[config.mk]
export PLATFORM = sky130hd
export DESIGN_NAME = modmult_rr_scheduler_flat
export DESIGN_NICKNAME = d
export VERILOG_FILES = /design/src/rtl/modmult_rr_scheduler_if.sv /design/src/rtl/modmult_rr_scheduler.sv /design/src/flat_wrapper.sv
export SDC_FILE = /design/constraint.sdc
export NUM_CORES = 1
export LEC_CHECK = 0
export CAP_MARGIN = 20
export CORE_MARGIN = 5
export CORE_UTILIZATION = 43
export DETAILED_ROUTE_END_ITERATION = 8
export HOLD_SLACK_MARGIN = 0.05
export PLACE_DENSITY = 0.9
export SLEW_MARGIN = 20
export SYNTH_ARGS = -nofsm -noshare
export SYNTH_HDL_FRONTEND = slang
export SYNTH_SLANG_ARGS = --single-unit
export TNS_END_PERCENT = 10
[constraint.sdc]
create_clock -name clk -period 4.95 [get_ports clk]
set_input_delay 0.99 -clock clk [delete_from_list [all_inputs] [get_ports clk]]
set_output_delay 0.99 -clock clk [all_outputs]
set_load 0.02 [all_outputs]
[src/rtl/modmult_rr_scheduler_if.sv]
// rtl/modmult_rr_scheduler_if.sv - requester-side request/response bundle for the shared modular multiplier
interface modmult_rr_scheduler_if #(
  parameter int NUM_REQ    = 4,
  parameter int DATA_WIDTH = 18
);
  logic [NUM_REQ-1:0]            req_valid;
  logic [NUM_REQ*DATA_WIDTH-1:0] req_a;
  logic [NUM_REQ*DATA_WIDTH-1:0] req_b;
  logic [NUM_REQ-1:0]            req_ready;
  logic [NUM_REQ-1:0]            resp_valid;
  logic [DATA_WIDTH-1:0]         resp_data;
  logic                          resp_err;

  // Requesters (lane controllers) drive operands and consume results.
  modport master (
    output req_valid, req_a, req_b,
    input  req_ready, resp_valid, resp_data, resp_err
  );

  // Scheduler side.
  modport slave (
    input  req_valid, req_a, req_b,
    output req_ready, resp_valid, resp_data, resp_err
  );
endinterface

[src/rtl/modmult_rr_scheduler.sv]
// rtl/modmult_rr_scheduler.sv - round-robin sharing of one pipelined modular multiplier among NUM_REQ requesters
module modmult_rr_scheduler #(
  parameter int NUM_REQ      = 4,
  parameter int DATA_WIDTH   = 18,
  parameter int MODULUS      = 177147,
  parameter int MULT_LATENCY = 8
) (
  input  logic                              clk,
  input  logic                              rst_n,
  input  logic                              enable,
  modmult_rr_scheduler_if.slave             rq,
  output logic [DATA_WIDTH-1:0]             mult_a,
  output logic [DATA_WIDTH-1:0]             mult_b,
  input  logic [DATA_WIDTH-1:0]             mult_result,
  output logic                              err_sticky,
  output logic [$clog2(MULT_LATENCY+2)-1:0] in_flight,
  output logic                              idle
);

  localparam int IDW   = (NUM_REQ > 1) ? $clog2(NUM_REQ) : 1;
  localparam int CNT_W = $clog2(MULT_LATENCY + 2);
  localparam int LAST  = MULT_LATENCY;
  localparam logic [DATA_WIDTH:0] MOD_V = (DATA_WIDTH+1)'(MODULUS);

  logic [IDW-1:0]        rr_ptr;
  logic [NUM_REQ-1:0]    grant;
  logic [IDW-1:0]        grant_id;
  logic                  grant_any;
  logic [DATA_WIDTH-1:0] a_sel;
  logic [DATA_WIDTH-1:0] b_sel;
  logic                  range_err;

  // Tag stage 0 sits alongside the mult_a/mult_b register; the MULT_LATENCY
  // stages after it track the multiplier pipeline, so the last stage is
  // valid exactly when mult_result carries that operation's product.
  logic [LAST:0]         tag_v;
  logic [LAST:0]         tag_e;
  logic [IDW-1:0]        tag_id [LAST+1];

  logic                  ret;

  // Round-robin pick: first valid requester at or above the pointer, with wrap.
  always_comb begin
    int           idx;
    logic [IDW-1:0] sel;
    grant     = '0;
    grant_id  = '0;
    grant_any = 1'b0;
    idx       = 0;
    sel       = '0;
    if (rst_n && enable) begin
      for (int k = 0; k < NUM_REQ; k++) begin
        idx = int'(rr_ptr) + k;
        if (idx >= NUM_REQ) idx = idx - NUM_REQ;
        sel = IDW'(idx);
        if (!grant_any && rq.req_valid[sel]) begin
          grant[sel] = 1'b1;
          grant_id   = sel;
          grant_any  = 1'b1;
        end
      end
    end
  end

  assign rq.req_ready = grant;

  // Operand mux from the one-hot grant, plus range check of the chosen pair.
  always_comb begin
    a_sel = '0;
    b_sel = '0;
    for (int k = 0; k < NUM_REQ; k++) begin
      if (grant[k]) begin
        a_sel = rq.req_a[k*DATA_WIDTH +: DATA_WIDTH];
        b_sel = rq.req_b[k*DATA_WIDTH +: DATA_WIDTH];
      end
    end
    range_err = ({1'b0, a_sel} >= MOD_V) || ({1'b0, b_sel} >= MOD_V);
  end

  // Pointer moves past the winner on every handshake, holds otherwise.
  always_ff @(posedge clk or negedge rst_n) begin
    if (!rst_n) begin
      rr_ptr <= '0;
    end else if (grant_any) begin
      rr_ptr <= (int'(grant_id) == NUM_REQ - 1) ? '0 : grant_id + 1'b1;
    end
  end

  // Operand register feeding the multiplier; holds when nothing is issued.
  always_ff @(posedge clk or negedge rst_n) begin
    if (!rst_n) begin
      mult_a <= '0;
      mult_b <= '0;
    end else if (grant_any) begin
      mult_a <= a_sel;
      mult_b <= b_sel;
    end
  end

  // Free-running tag pipeline carrying owner id and range flag with each op.
  always_ff @(posedge clk or negedge rst_n) begin
    if (!rst_n) begin
      tag_v <= '0;
      tag_e <= '0;
      for (int k = 0; k <= LAST; k++) tag_id[k] <= '0;
    end else begin
      tag_v     <= {tag_v[LAST-1:0], grant_any};
      tag_e     <= {tag_e[LAST-1:0], grant_any & range_err};
      tag_id[0] <= grant_id;
      for (int k = 1; k <= LAST; k++) tag_id[k] <= tag_id[k-1];
    end
  end

  assign ret = tag_v[LAST];

  // Register the product and route it to its owner; error flags latch.
  always_ff @(posedge clk or negedge rst_n) begin
    if (!rst_n) begin
      rq.resp_valid <= '0;
      rq.resp_data  <= '0;
      rq.resp_err   <= 1'b0;
      err_sticky    <= 1'b0;
    end else if (ret) begin
      rq.resp_valid <= {{(NUM_REQ-1){1'b0}}, 1'b1} << tag_id[LAST];
      rq.resp_data  <= mult_result;
      rq.resp_err   <= tag_e[LAST];
      err_sticky    <= err_sticky | tag_e[LAST];
    end else begin
      rq.resp_valid <= '0;
    end
  end

  // Outstanding-operation count: up on issue, down on return.
  always_ff @(posedge clk or negedge rst_n) begin
    if (!rst_n) begin
      in_flight <= '0;
    end else begin
      case ({grant_any, ret})
        2'b10:   in_flight <= in_flight + CNT_W'(1);
        2'b01:   in_flight <= in_flight - CNT_W'(1);
        default: in_flight <= in_flight;
      endcase
    end
  end

  assign idle = (in_flight == '0) && !grant_any;

endmodule

[src/flat_wrapper.sv]
// flat-port wrapper written by rule: the top's interface ports become plain ports
module modmult_rr_scheduler_flat 
#(
  parameter int NUM_REQ      = 4,
  parameter int DATA_WIDTH   = 18,
  parameter int MODULUS      = 177147,
  parameter int MULT_LATENCY = 8
)
  (clk, rst_n, enable, mult_a, mult_b, mult_result, err_sticky, in_flight, idle, rq_req_valid, rq_req_a, rq_req_b, rq_req_ready, rq_resp_valid, rq_resp_data, rq_resp_err);
  modmult_rr_scheduler_if #(.NUM_REQ(NUM_REQ), .DATA_WIDTH(DATA_WIDTH)) rq_i ();
  input  logic clk;
  input  logic rst_n;
  input  logic enable;
  output logic [DATA_WIDTH-1:0] mult_a;
  output logic [DATA_WIDTH-1:0] mult_b;
  input  logic [DATA_WIDTH-1:0] mult_result;
  output logic err_sticky;
  output logic [$clog2(MULT_LATENCY+2)-1:0] in_flight;
  output logic idle;
  input wire logic [$bits(rq_i.req_valid)-1:0] rq_req_valid;
  input wire logic [$bits(rq_i.req_a)-1:0] rq_req_a;
  input wire logic [$bits(rq_i.req_b)-1:0] rq_req_b;
  output wire logic [$bits(rq_i.req_ready)-1:0] rq_req_ready;
  output wire logic [$bits(rq_i.resp_valid)-1:0] rq_resp_valid;
  output wire logic [$bits(rq_i.resp_data)-1:0] rq_resp_data;
  output wire logic [$bits(rq_i.resp_err)-1:0] rq_resp_err;
  assign rq_i.req_valid = rq_req_valid;
  assign rq_i.req_a = rq_req_a;
  assign rq_i.req_b = rq_req_b;
  assign rq_req_ready = rq_i.req_ready;
  assign rq_resp_valid = rq_i.resp_valid;
  assign rq_resp_data = rq_i.resp_data;
  assign rq_resp_err = rq_i.resp_err;
  modmult_rr_scheduler #(.NUM_REQ(NUM_REQ), .DATA_WIDTH(DATA_WIDTH), .MODULUS(MODULUS), .MULT_LATENCY(MULT_LATENCY)) u_core (.clk(clk), .rst_n(rst_n), .enable(enable), .rq(rq_i), .mult_a(mult_a), .mult_b(mult_b), .mult_result(mult_result), .err_sticky(err_sticky), .in_flight(in_flight), .idle(idle));
endmodule
Word level (Yosys, flattened, before mapping)
Index checks and enable logic that the tools add are counted.
{"block": "word_totals", "reg_bits": 102, "input_bits": 169, "output_inout_bits": 69}
{"block": "classes", "n_addsub": 10, "order_cmp": 14, "n_eq_ne": 3, "shift": 1, "mux": 56, "bitwise_logic": 5, "reduce_logical": 16}
{"op": "18-bit 2-to-1 mux", "n": 8}
{"op": "18-bit greater-or-equal comparator, second input constant", "n": 2}
{"op": "4-bit 2-to-1 mux", "n": 9}
{"op": "2-bit 2-to-1 mux", "n": 14}
{"op": "1-bit 2-to-1 mux", "n": 16}
{"op": "2-bit by 3-bit less-than comparator with 1-bit output, second input constant", "n": 4}
{"op": "4-bit OR", "n": 3}
{"op": "3-bit greater-or-equal comparator, second input constant", "n": 3}
{"op": "1-bit logical AND", "n": 9}
{"op": "1-bit binary-select mux with 2-bit select", "n": 4}
{"op": "1-bit demux with 2-bit select", "n": 4}
{"op": "2-bit by 1-bit greater-or-equal comparator with 1-bit output, second input constant", "n": 4}
{"op": "4-bit case mux with 2 select lines", "n": 1}
{"op": "2-bit by 1-bit subtractor with 2-bit output, second input constant", "n": 4}
{"op": "2-bit by 2-bit adder with 3-bit output, second input constant", "n": 2}
{"op": "4-bit by 1-bit adder with 4-bit output, second input constant", "n": 1}
{"op": "2-bit by 1-bit == test with 1-bit output, second input constant", "n": 2}
{"op": "1-bit logical NOT", "n": 4}
{"op": "4-bit logical NOT", "n": 1}
{"op": "1-bit by 2-bit left shift with 4-bit output, first input constant", "n": 1}
{"op": "4-bit by 1-bit subtractor with 4-bit output, second input constant", "n": 1}
{"op": "2-bit by 1-bit adder with 3-bit output, second input constant", "n": 1}
{"op": "2-bit by 3-bit greater-or-equal comparator with 1-bit output, second input constant", "n": 1}
{"op": "2-bit by 1-bit adder with 2-bit output, second input constant", "n": 1}
{"op": "other kinds (5)", "n": 5}

Longest topological paths before layout
Gate-level depths: netlist (run 1).
{"block": "logic_depth", "depth_word": 26, "depth_mapped": 17, "depth_no_buf": 13}

Worst setup path before layout (run 1)
Ideal clock, no wire load.
{"block": "synth_timing", "path_type": "reg2out", "start": "register u_core.rr_ptr[1]", "end": "output rq_req_ready[3]", "t_arrival_ps": 3299, "setup_slack_ps": 661, "path_stages_with_launch": 13, "n_path_buf": 5, "path_cell_list": "dfrtp_1 -> clkbuf_1 -> inv_1 -> ha_1 -> buf_4 -> or3b_2 -> o22ai_1 -> o21a_1 -> o21ai_1 -> inv_2 -> clkbuf_1 -> buf_2 -> buf_1"}
{"block": "synth_via", "elab_chain_cells": 19, "elab_cells_between_ends": 70, "cone_classes": "add/sub: 7; order compare: 12; mux: 38; bitwise: 3; reduce/logical: 10"}
{"item": "start: declaration", "line_no": "modmult_rr_scheduler.sv:25", "source": "logic [IDW-1:0] rr_ptr;"}
{"item": "start signal: assignment", "line_no": "modmult_rr_scheduler.sv:85", "source": "rr_ptr <= (int'(grant_id) == NUM_REQ - 1) ? '0 : grant_id + 1'b1;"}
{"item": "branches (longest 17 deep; another with 2-bit by 1-bit adder with 3-bit output)"}
{"item": "4-bit 2-to-1 mux *", "line_no": "modmult_rr_scheduler.sv:56", "source": "if (!grant_any && rq.req_valid[sel]) begin"}
{"item": "4-bit 2-to-1 mux *", "line_no": "modmult_rr_scheduler.sv:51", "source": "if (rst_n && enable) begin"}
{"item": "end: declaration", "line_no": "flat_wrapper.sv:23", "source": "output wire logic [$bits(rq_i.req_ready)-1:0] rq_req_ready;"}
Mark *: on every way between the ends. The select of a mux whose other input is x is not followed.

Worst setup path in the final report (run 1)
{"block": "layout_timing", "start": "input rq_req_valid[3]", "end": "output rq_req_ready[1]"}
{"block": "layout_via", "elab_chain_cells": 16, "elab_cells_between_ends": 31, "cone_classes": "mux: 22; bitwise: 3; reduce/logical: 6"}
{"item": "start: declaration", "line_no": "flat_wrapper.sv:20", "source": "input wire logic [$bits(rq_i.req_valid)-1:0] rq_req_valid;"}
{"item": "1-bit binary-select mux with 2-bit select", "line_no": "modmult_rr_scheduler.sv:56"}
{"item": "1-bit 2-to-1 mux (not written as such)", "line_no": "modmult_rr_scheduler.sv:56"}
{"item": "1-bit 2-to-1 mux", "line_no": "modmult_rr_scheduler.sv:56"}
{"item": "1-bit 2-to-1 mux", "line_no": "modmult_rr_scheduler.sv:51"}
{"item": "1-bit logical NOT", "line_no": "modmult_rr_scheduler.sv:56"}
{"item": "1-bit logical AND", "line_no": "modmult_rr_scheduler.sv:56"}
{"item": "1-bit 2-to-1 mux", "line_no": "modmult_rr_scheduler.sv:56"}
{"item": "1-bit 2-to-1 mux", "line_no": "modmult_rr_scheduler.sv:51"}
{"item": "1-bit logical NOT", "line_no": "modmult_rr_scheduler.sv:56"}
{"item": "1-bit logical AND", "line_no": "modmult_rr_scheduler.sv:56"}
{"item": "1-bit 2-to-1 mux", "line_no": "modmult_rr_scheduler.sv:56"}
{"item": "1-bit 2-to-1 mux", "line_no": "modmult_rr_scheduler.sv:51"}
{"item": "1-bit logical NOT", "line_no": "modmult_rr_scheduler.sv:56"}
{"item": "1-bit logical AND", "line_no": "modmult_rr_scheduler.sv:56"}
{"item": "4-bit 2-to-1 mux *", "line_no": "modmult_rr_scheduler.sv:56"}
{"item": "4-bit 2-to-1 mux *", "line_no": "modmult_rr_scheduler.sv:51"}
Every way passes the cells marked *; elsewhere a longest branch is shown, timed or not. The select of a mux whose other input is x is not followed.

==> impl_results.md, run 1 <==
- Status: complete, no violations
- Drt wl/cell: 21.3 um
- CP arrival: around 3.8 ns
- Final period util: a little over nine tenths
- Most common cell after layout, fill and taps aside: clkdlybuf4s50_1
- Global route total overflow: 0
- Largest family of logic cells by synthesized area: compound AO/OA/AOI/OAI gates
- Required time worst endpoint: 3.96 ns
- Setup TNS: 0 ns
- Drt drc: 0
- Ys flop type: dfrtp_1
- Worst skew pair latency: 0.33 ns
- Port bufs: around 240
- Mean post-synth cell area: approximately 10 sq um
- CTS root buf: clkbuf_16
- Area Growth Syn to Fin: 51.7%
- CP Launch Type: input pin
- Worst-path clk slew: around 0.07 ns
- Placed cell count: between 900 and 1k
- Resize count post-CTS: 0
- Drt first pass iters: 6
- Metal3 WL: between 1.5 and 2 mm
- Top area cells in the synthesized netlist: dfrtp_1 (47%), mux2_2 (4.6%), o21ai_0 (4.4%), nand2_1 (4.0%), a221o_1 (2.6%)
- Cells after Synth: between 500 and 600
- Slew @ Worst Pin: slightly above 0.9 ns
- Slew margin rel.: 39.1%
- Post-synth top area cell: dfrtp_1
- Yosys warns: 0
- Post-CTS setup buffer count: 0
- Max Buffers Root-to-Sink: 2
- Final net count: ~930
- Sequential share of the synthesized area: between 40% and 50%
- Max-Cap Viols: 0
- Vias in the first global route: about 5.4k
- Crit Path Class: input pin to output pin
- Starting Density: 43.4%
- I/O Pins: 238
- Share of cells above drive strength 1: 11.9%
- Register-to-Register Setup Slack: approximately 0.74 ns
- Most frequent cells in the layout: clkdlybuf4s50_1 (236), dfrtp_1 (102), nand2_1 (57)
- Die Wd: 122 um
- Peak supply drop: approximately 260 uV
- Hold-fix buffers, CTS: 0
- H-Tree Depth: 3
- First-pass GRT wire length: a little under 30 mm
- Uppermost routed layer: met4
- Synthesized-area fraction occupied by adder cells: ~2.7%
- Initial antenna violation count: 0
- Routed WL: roughly 20 mm
- Core area: around 0.012 sq mm
- Pwr Total: around 4.4 mW
- Std-Cell Rows: roughly 40
- Routed vias: between 5k and 6k
- LEAKAGE: approximately 3.4 nW
- Final cell count without fillers: 923
- XOR/XNOR Fraction of Synth Area: 0.810%
- Max frequency: approximately 210 MHz
- Skew final: approximately 0.0048 ns
- EDFF count, synth: 0
- Unrepaired setup endpoints after global routing: no
- Multiplexer area fraction after synthesis: 6.74%
- Crit-path max FO: 14
- Dpl hpwl: approximately 15 mm
- Fin. max-slew vios: 0
- Crit path time final: 4.77 ns
- Worst setup EP type: output pin
- Setup violators final: 0
- Vias per Instance: a little under 6
- Syn nets: 703
- Unique cell type count in the Yosys netlist: 65
- Routed Antenna Nets: 0
- Routed wl met2: 9.44 mm
- CTS buffer count: 9
- CTS tree: built
- Largest net degree at the start of global routing: 72
- All-Layer GR Usage: roughly 26%
- Global placer's final weighted congestion: a little under 1
- Die height: ~120 um
- Asr flop ratio synth: 100%
- Complex-gate fraction of the synthesized area: about 24%
- P per Cell Area: around 530 mW/mm^2
- Register bit count reported by yosys: 102
- Yosys top cell area share: between 40% and 50%
- Die area: between 0.01 and 0.015 sq mm
- Final Hold Vio Count: 0
- Simple-Gate Fraction of Synth Area: approximately 13%
- Starting DRT DRC Count: about 530
- Cell Area, Synth: roughly 0.0054 sq mm
- Wire length on met1: approximately 7.5 mm
- Hold WC Path Type: register to register
- Clock Sink Count: ~100
logic make-up (layout without fill, tap and decap cells):
logic type	after synthesis	in the layout
compound gates	178	178
simple gates	144	144
flops	102	102
buf+inv	54	281
mux	29	29
fa+ha+maj	11	11
xor+xnor	5	5
other cells	0	1
metal layers:
| layer | track usage [%] | vias to the layer above |
|---|---|---|
| li1 | - | 2403 |
| met1 | 33.0 | 2561 |
| met2 | 41.6 | 338 |
| met3 | 6.13 | 58 |
| met4 | 10.6 | 0 |
| met5 | 0 | - |
report_power, final:
part           leakage, nW  total (mW)  switching [mW]  internal, mW
Clock                0.157       0.723           0.300         0.424
Combinational         2.00        2.37            1.30          1.08
Sequential            1.27        1.28           0.171          1.11
sequential cells by signal, summed over array words and instances, names as in the netlist:
signal	flops
u_core.mult_a	18
u_core.mult_b	18
u_core.rq.resp_data	18
u_core.tag_id	18
u_core.tag_e	9
u_core.tag_v	9
u_core.in_flight	4
u_core.rq.resp_valid	4
u_core.rr_ptr	2
u_core.err_sticky	1
u_core.rq.resp_err	1
per-stage QoR:
| stage | instance area, sq um | util, % | hold slack (ns) | worst slack (ns) |
|---|---|---|---|---|
| 6_report | 8200 | 65.8 | 0.347 | 0.179 |
| 2_1_floorplan | 5400 | - | 0.331 | 0.661 |
| 5_1_grt | 8200 | 65.8 | 0.350 | 0.0559 |
| 3_3_place_gp | 7880 | 63.2 | 0.334 | 0.283 |
| 4_1_cts | 8200 | 65.8 | 0.348 | 0.194 |
| 3_5_place_dp | 7880 | 63.2 | 0.335 | 0.133 |
synthesized netlist by cell type, types with 3 or more instances:
cell type / n
a31o_2: 3
o22ai_1: 13
a21oi_1: 16
a22oi_1: 3
xor2_1: 3
inv_1: 10
nor3_1: 3
a221oi_2: 4
a311oi_1: 4
nor2_1: 22
buf_2: 9
a221oi_1: 10
buf_4: 4
nand3_1: 23
o21ai_1: 8
ha_1: 10
nand4_1: 3
a31oi_1: 15
nand2b_1: 5
o21ai_0: 47
mux2_2: 22
and3_1: 12
a2bb2oi_1: 6
o221a_2: 4
dfrtp_1: 102
clkbuf_1: 20
o21a_1: 3
or3_1: 4
mux4_2: 3
a221o_1: 14
a21o_1: 11
nand2_1: 57
buf_6: 7
final cells by class:
type | instances | area [sq um]
fillers | 980 | 4270
well taps | 172 | 215
clock buffers | 11 | 253
multi-input cells | 367 | 2580
inverters | 12 | 45.0
clock inverters | 5 | 61.3
repair buffers | 253 | 2490
flip-flops and latches | 102 | 2550
diodes | 1 | 2.50
critical path, cell delays in order:
cell and delay, ns:
clkdlybuf4s50_1 0.72, or3b_4 0.44, a2111oi_4 0.46, o21ai_2 0.17, o21a_1 0.16, nor2_2 0.14, clkdlybuf4s50_1 0.69
final timing paths:
kind,from,end,cells past startpoint
max in group asynchronous,rst_n,u_core.mult_a[13],2
min in group asynchronous,rst_n,u_core.rq.resp_data[4],1
setup reg to reg,u_core.rr_ptr[0],u_core.tag_e[0],13
setup / recovery,rq_req_valid[3],rq_req_ready[1],7
hold / removal,u_core.tag_v[5],u_core.tag_v[6],0
hold reg to reg,u_core.tag_v[5],u_core.tag_v[6],0
Power figures use the tool's default switching activity.
==> inputs of run 2 (changes only) <==
- CORE_MARGIN: 5 -> default
==> impl_results.md, run 2 (same netlist as run 1, synthesis figures left out) <==
- Starting Density: 44.6% (was 43.4%)
- CP arrival: 3.65 ns (was 3.78 ns)
- Slew margin rel.: 36.7% (was 39.1%)
- Worst Hold Slack: 0.340 ns (was 0.347 ns)
- Fill cells: 923 (was 980)
- Die Wd: 114 um (was 122 um)
- Largest net degree at the start of global routing: 56 (was 72)
- Sequential cell area: 0.00255 sq mm (unchanged)
- Final net count: 927 (was 925)
- Setup TNS: 0 ns (unchanged)
- Share of cells above drive strength 1: 12.1% (was 11.9%)
- Worst-path clk slew: 0.08 ns (was 0.07 ns)
- Area post-placement: 0.00789 sq mm (was 0.00788 sq mm)
- Std-Cell Rows: 40 (was 41)
- CP max stage cell: clkdlybuf4s50_1 (unchanged)
- Max-Cap Viols: 0 (unchanged)
- GR Layer Usage met2: 49.5% (was 41.6%)
- Starting DRT DRC Count: 442 (was 534)
- Pwr Total: 4.41 mW (was 4.38 mW)
- Met3 Resource Use GR: 6.67% (was 6.13%)
- Die area: 0.0130 sq mm (was 0.0149 sq mm)
- Peak supply drop: 287 uV (was 260 uV)
- Final Hold Vio Count: 0 (unchanged)
- CTS tree: built (unchanged)
- Post-route design area: 0.00822 sq mm (was 0.00820 sq mm)
- Drt wl/cell: 20.7 um (was 21.3 um)
- WHS Path Cells: 0 (unchanged)
- GR Util met1: 36.6% (was 33.0%)
- Drt first pass iters: 6 (unchanged)
- CP cell instances: clkdlybuf4s50_1, buf_4, mux2i_1, o22ai_1, a2111oi_4, o21a_1, nor2_2, clkdlybuf4s50_1 (was clkdlybuf4s50_1, or3b_4, a2111oi_4, o21ai_2, o21a_1, nor2_2, clkdlybuf4s50_1)
- Skew final: 0.0103 ns (was 0.00478 ns)
- Most frequent cells in the layout: clkdlybuf4s50_1 (236), dfrtp_1 (102), nand2_1 (57) (unchanged)
- Hold Path End: u_core.tag_id[3] (was u_core.tag_v[6])
- Crit path time final: 4.64 ns (was 4.77 ns)
- Routed WL: 19.1 mm (was 19.6 mm)
- Routed vias: 5323 (was 5360)
- CP bufs+invs: 3 (was 2)
- Post-CTS setup buffer count: 0 (unchanged)
- Most common cell after layout, fill and taps aside: clkdlybuf4s50_1 (unchanged)
- Area Growth Syn to Fin: 52.1% (was 51.7%)
- Hold WC Path Type: register to register (unchanged)
- Initial antenna violation count: 0 (unchanged)
- Clock Sink Count: 102 (unchanged)
- Resize count post-CTS: 0 (unchanged)
- Crit-path max cell delay: 0.58 ns (was 0.72 ns)
- Drt drc: 0 (unchanged)
- Vias per Instance: 5.79 (was 5.81)
- N_diodes: 0 (was 1)
- Vias in the first global route: 5186 (was 5362)
- Min-delay src: u_core.tag_id[5] (was u_core.tag_v[5])
- Reg2Reg Launch Point: u_core.rr_ptr[0] (unchanged)
- CTS buffer count: 9 (unchanged)
- CP delay by family, top: buffers and inverters (unchanged)
- Register-to-Register Setup Slack: 0.77 ns (was 0.74 ns)
- I/O Pins: 238 (unchanged)
- Crit-path max FO: 9 (was 14)
- Die height: 114 um (was 122 um)
- Unrepaired setup endpoints after global routing: no (unchanged)
- Port bufs: 237 (unchanged)
- CP Launch Type: input pin (unchanged)
- Reg-to-reg endpoint: u_core.tag_e[0] (unchanged)
- Max Buffers Root-to-Sink: 2 (unchanged)
- Worst setup EP type: output pin (unchanged)
- R2R depth: 14 (was 13)
- Cell repeated most along the worst path: clkdlybuf4s50_1 (unchanged)
- Top Usage Layer GRT: met2 (unchanged)
- Routed Antenna Nets: 0 (unchanged)
- Fin. max-slew vios: 0 (unchanged)
- Multi-input gate area: 0.00258 sq mm (unchanged)
- Slew @ Worst Pin: 0.950 ns (was 0.913 ns)
- Max frequency: 215 MHz (was 210 MHz)
- H-Tree Depth: 3 (unchanged)
- Status: complete, no violations (unchanged)
- LEAKAGE: 3.44 nW (was 3.43 nW)
- Crit Path Class: input pin to output pin (unchanged)
- Global route total overflow: 0 (unchanged)
- P per Cell Area: 537 mW/mm^2 (was 534 mW/mm^2)
- All-Layer GR Usage: 29.2% (was 25.6%)
- Core area: 0.0121 sq mm (was 0.0125 sq mm)
- Finished Core Util: 67.9% (was 65.8%)
- Setup violators final: 0 (unchanged)
- CTS root buf: clkbuf_16 (unchanged)
- Final period util: 93.8% (was 96.4%)
- Required time worst endpoint: 3.96 ns (about the same)
- Global placer's final weighted congestion: 1.07 (was 0.983)
- Hold-fix buffers, CTS: 0 (unchanged)
- First-pass GRT wire length: 28.5 mm (was 29.5 mm)
- Worst skew pair latency: 0.34 ns (was 0.33 ns)
- Dpl hpwl: 14.5 mm (was 15.4 mm)
run 2: metrics by stage:
| stage | setup WS (ns) | std cells |
|---|---|---|
| 2_1_floorplan | 0.661 | 523 |
| 3_3_place_gp | 0.292 | 904 |
| 3_5_place_dp | 0.267 | 904 |
| 4_1_cts | 0.321 | 920 |
| 5_1_grt | 0.173 | 920 |
| 6_report | 0.308 | 920 |
run 2: per-layer routing:
layer	routed length (um)	up-vias
met2	9300	305
met1	7460	2566
li1	-	2404
met4	620	0
met5	0	-
met3	1680	48
run 2: how the worst max path moves through the flow:
stage                           end  cells past startpoint             start
floorplan           rq_req_ready[3]                     12  u_core.rr_ptr[1]
global placement    u_core.tag_e[0]                     13   rq_req_valid[3]
detailed placement  u_core.tag_e[0]                     13   rq_req_valid[3]
CTS                 rq_req_ready[1]                      8   rq_req_valid[3]
global route        rq_req_ready[1]                      8   rq_req_valid[3]
finish              rq_req_ready[1]                      8   rq_req_valid[3]
run 2: layout make-up:
class                           instances  area share (%)
Clock buffer                            9            2.74
Multi-Input combinational cell        367            31.4
Sequential cell                       102            31.1
Inverter                               12           0.548
Clock inverter                          7            1.22
Timing Repair Buffer                  255            30.5
Tap cell                              168            2.56
run 2: worst reg2reg max path, delay by kind of cell, from the launching register on:
kind	cells	cell delay, ns
AO/OA/AOI/OAI	5	0.97
flip-flops	1	0.36
multiplexers	2	0.76
AND/OR/NAND/NOR	3	0.87
adder cells (fa/ha/maj)	1	0.57
buffers and inverters	3	0.56
run 2: power breakdown:
group	switching (mW)	internal, mW
Combinational	1.31	1.08
Sequential	0.179	1.11
Clock	0.330	0.409
Total	1.82	2.60
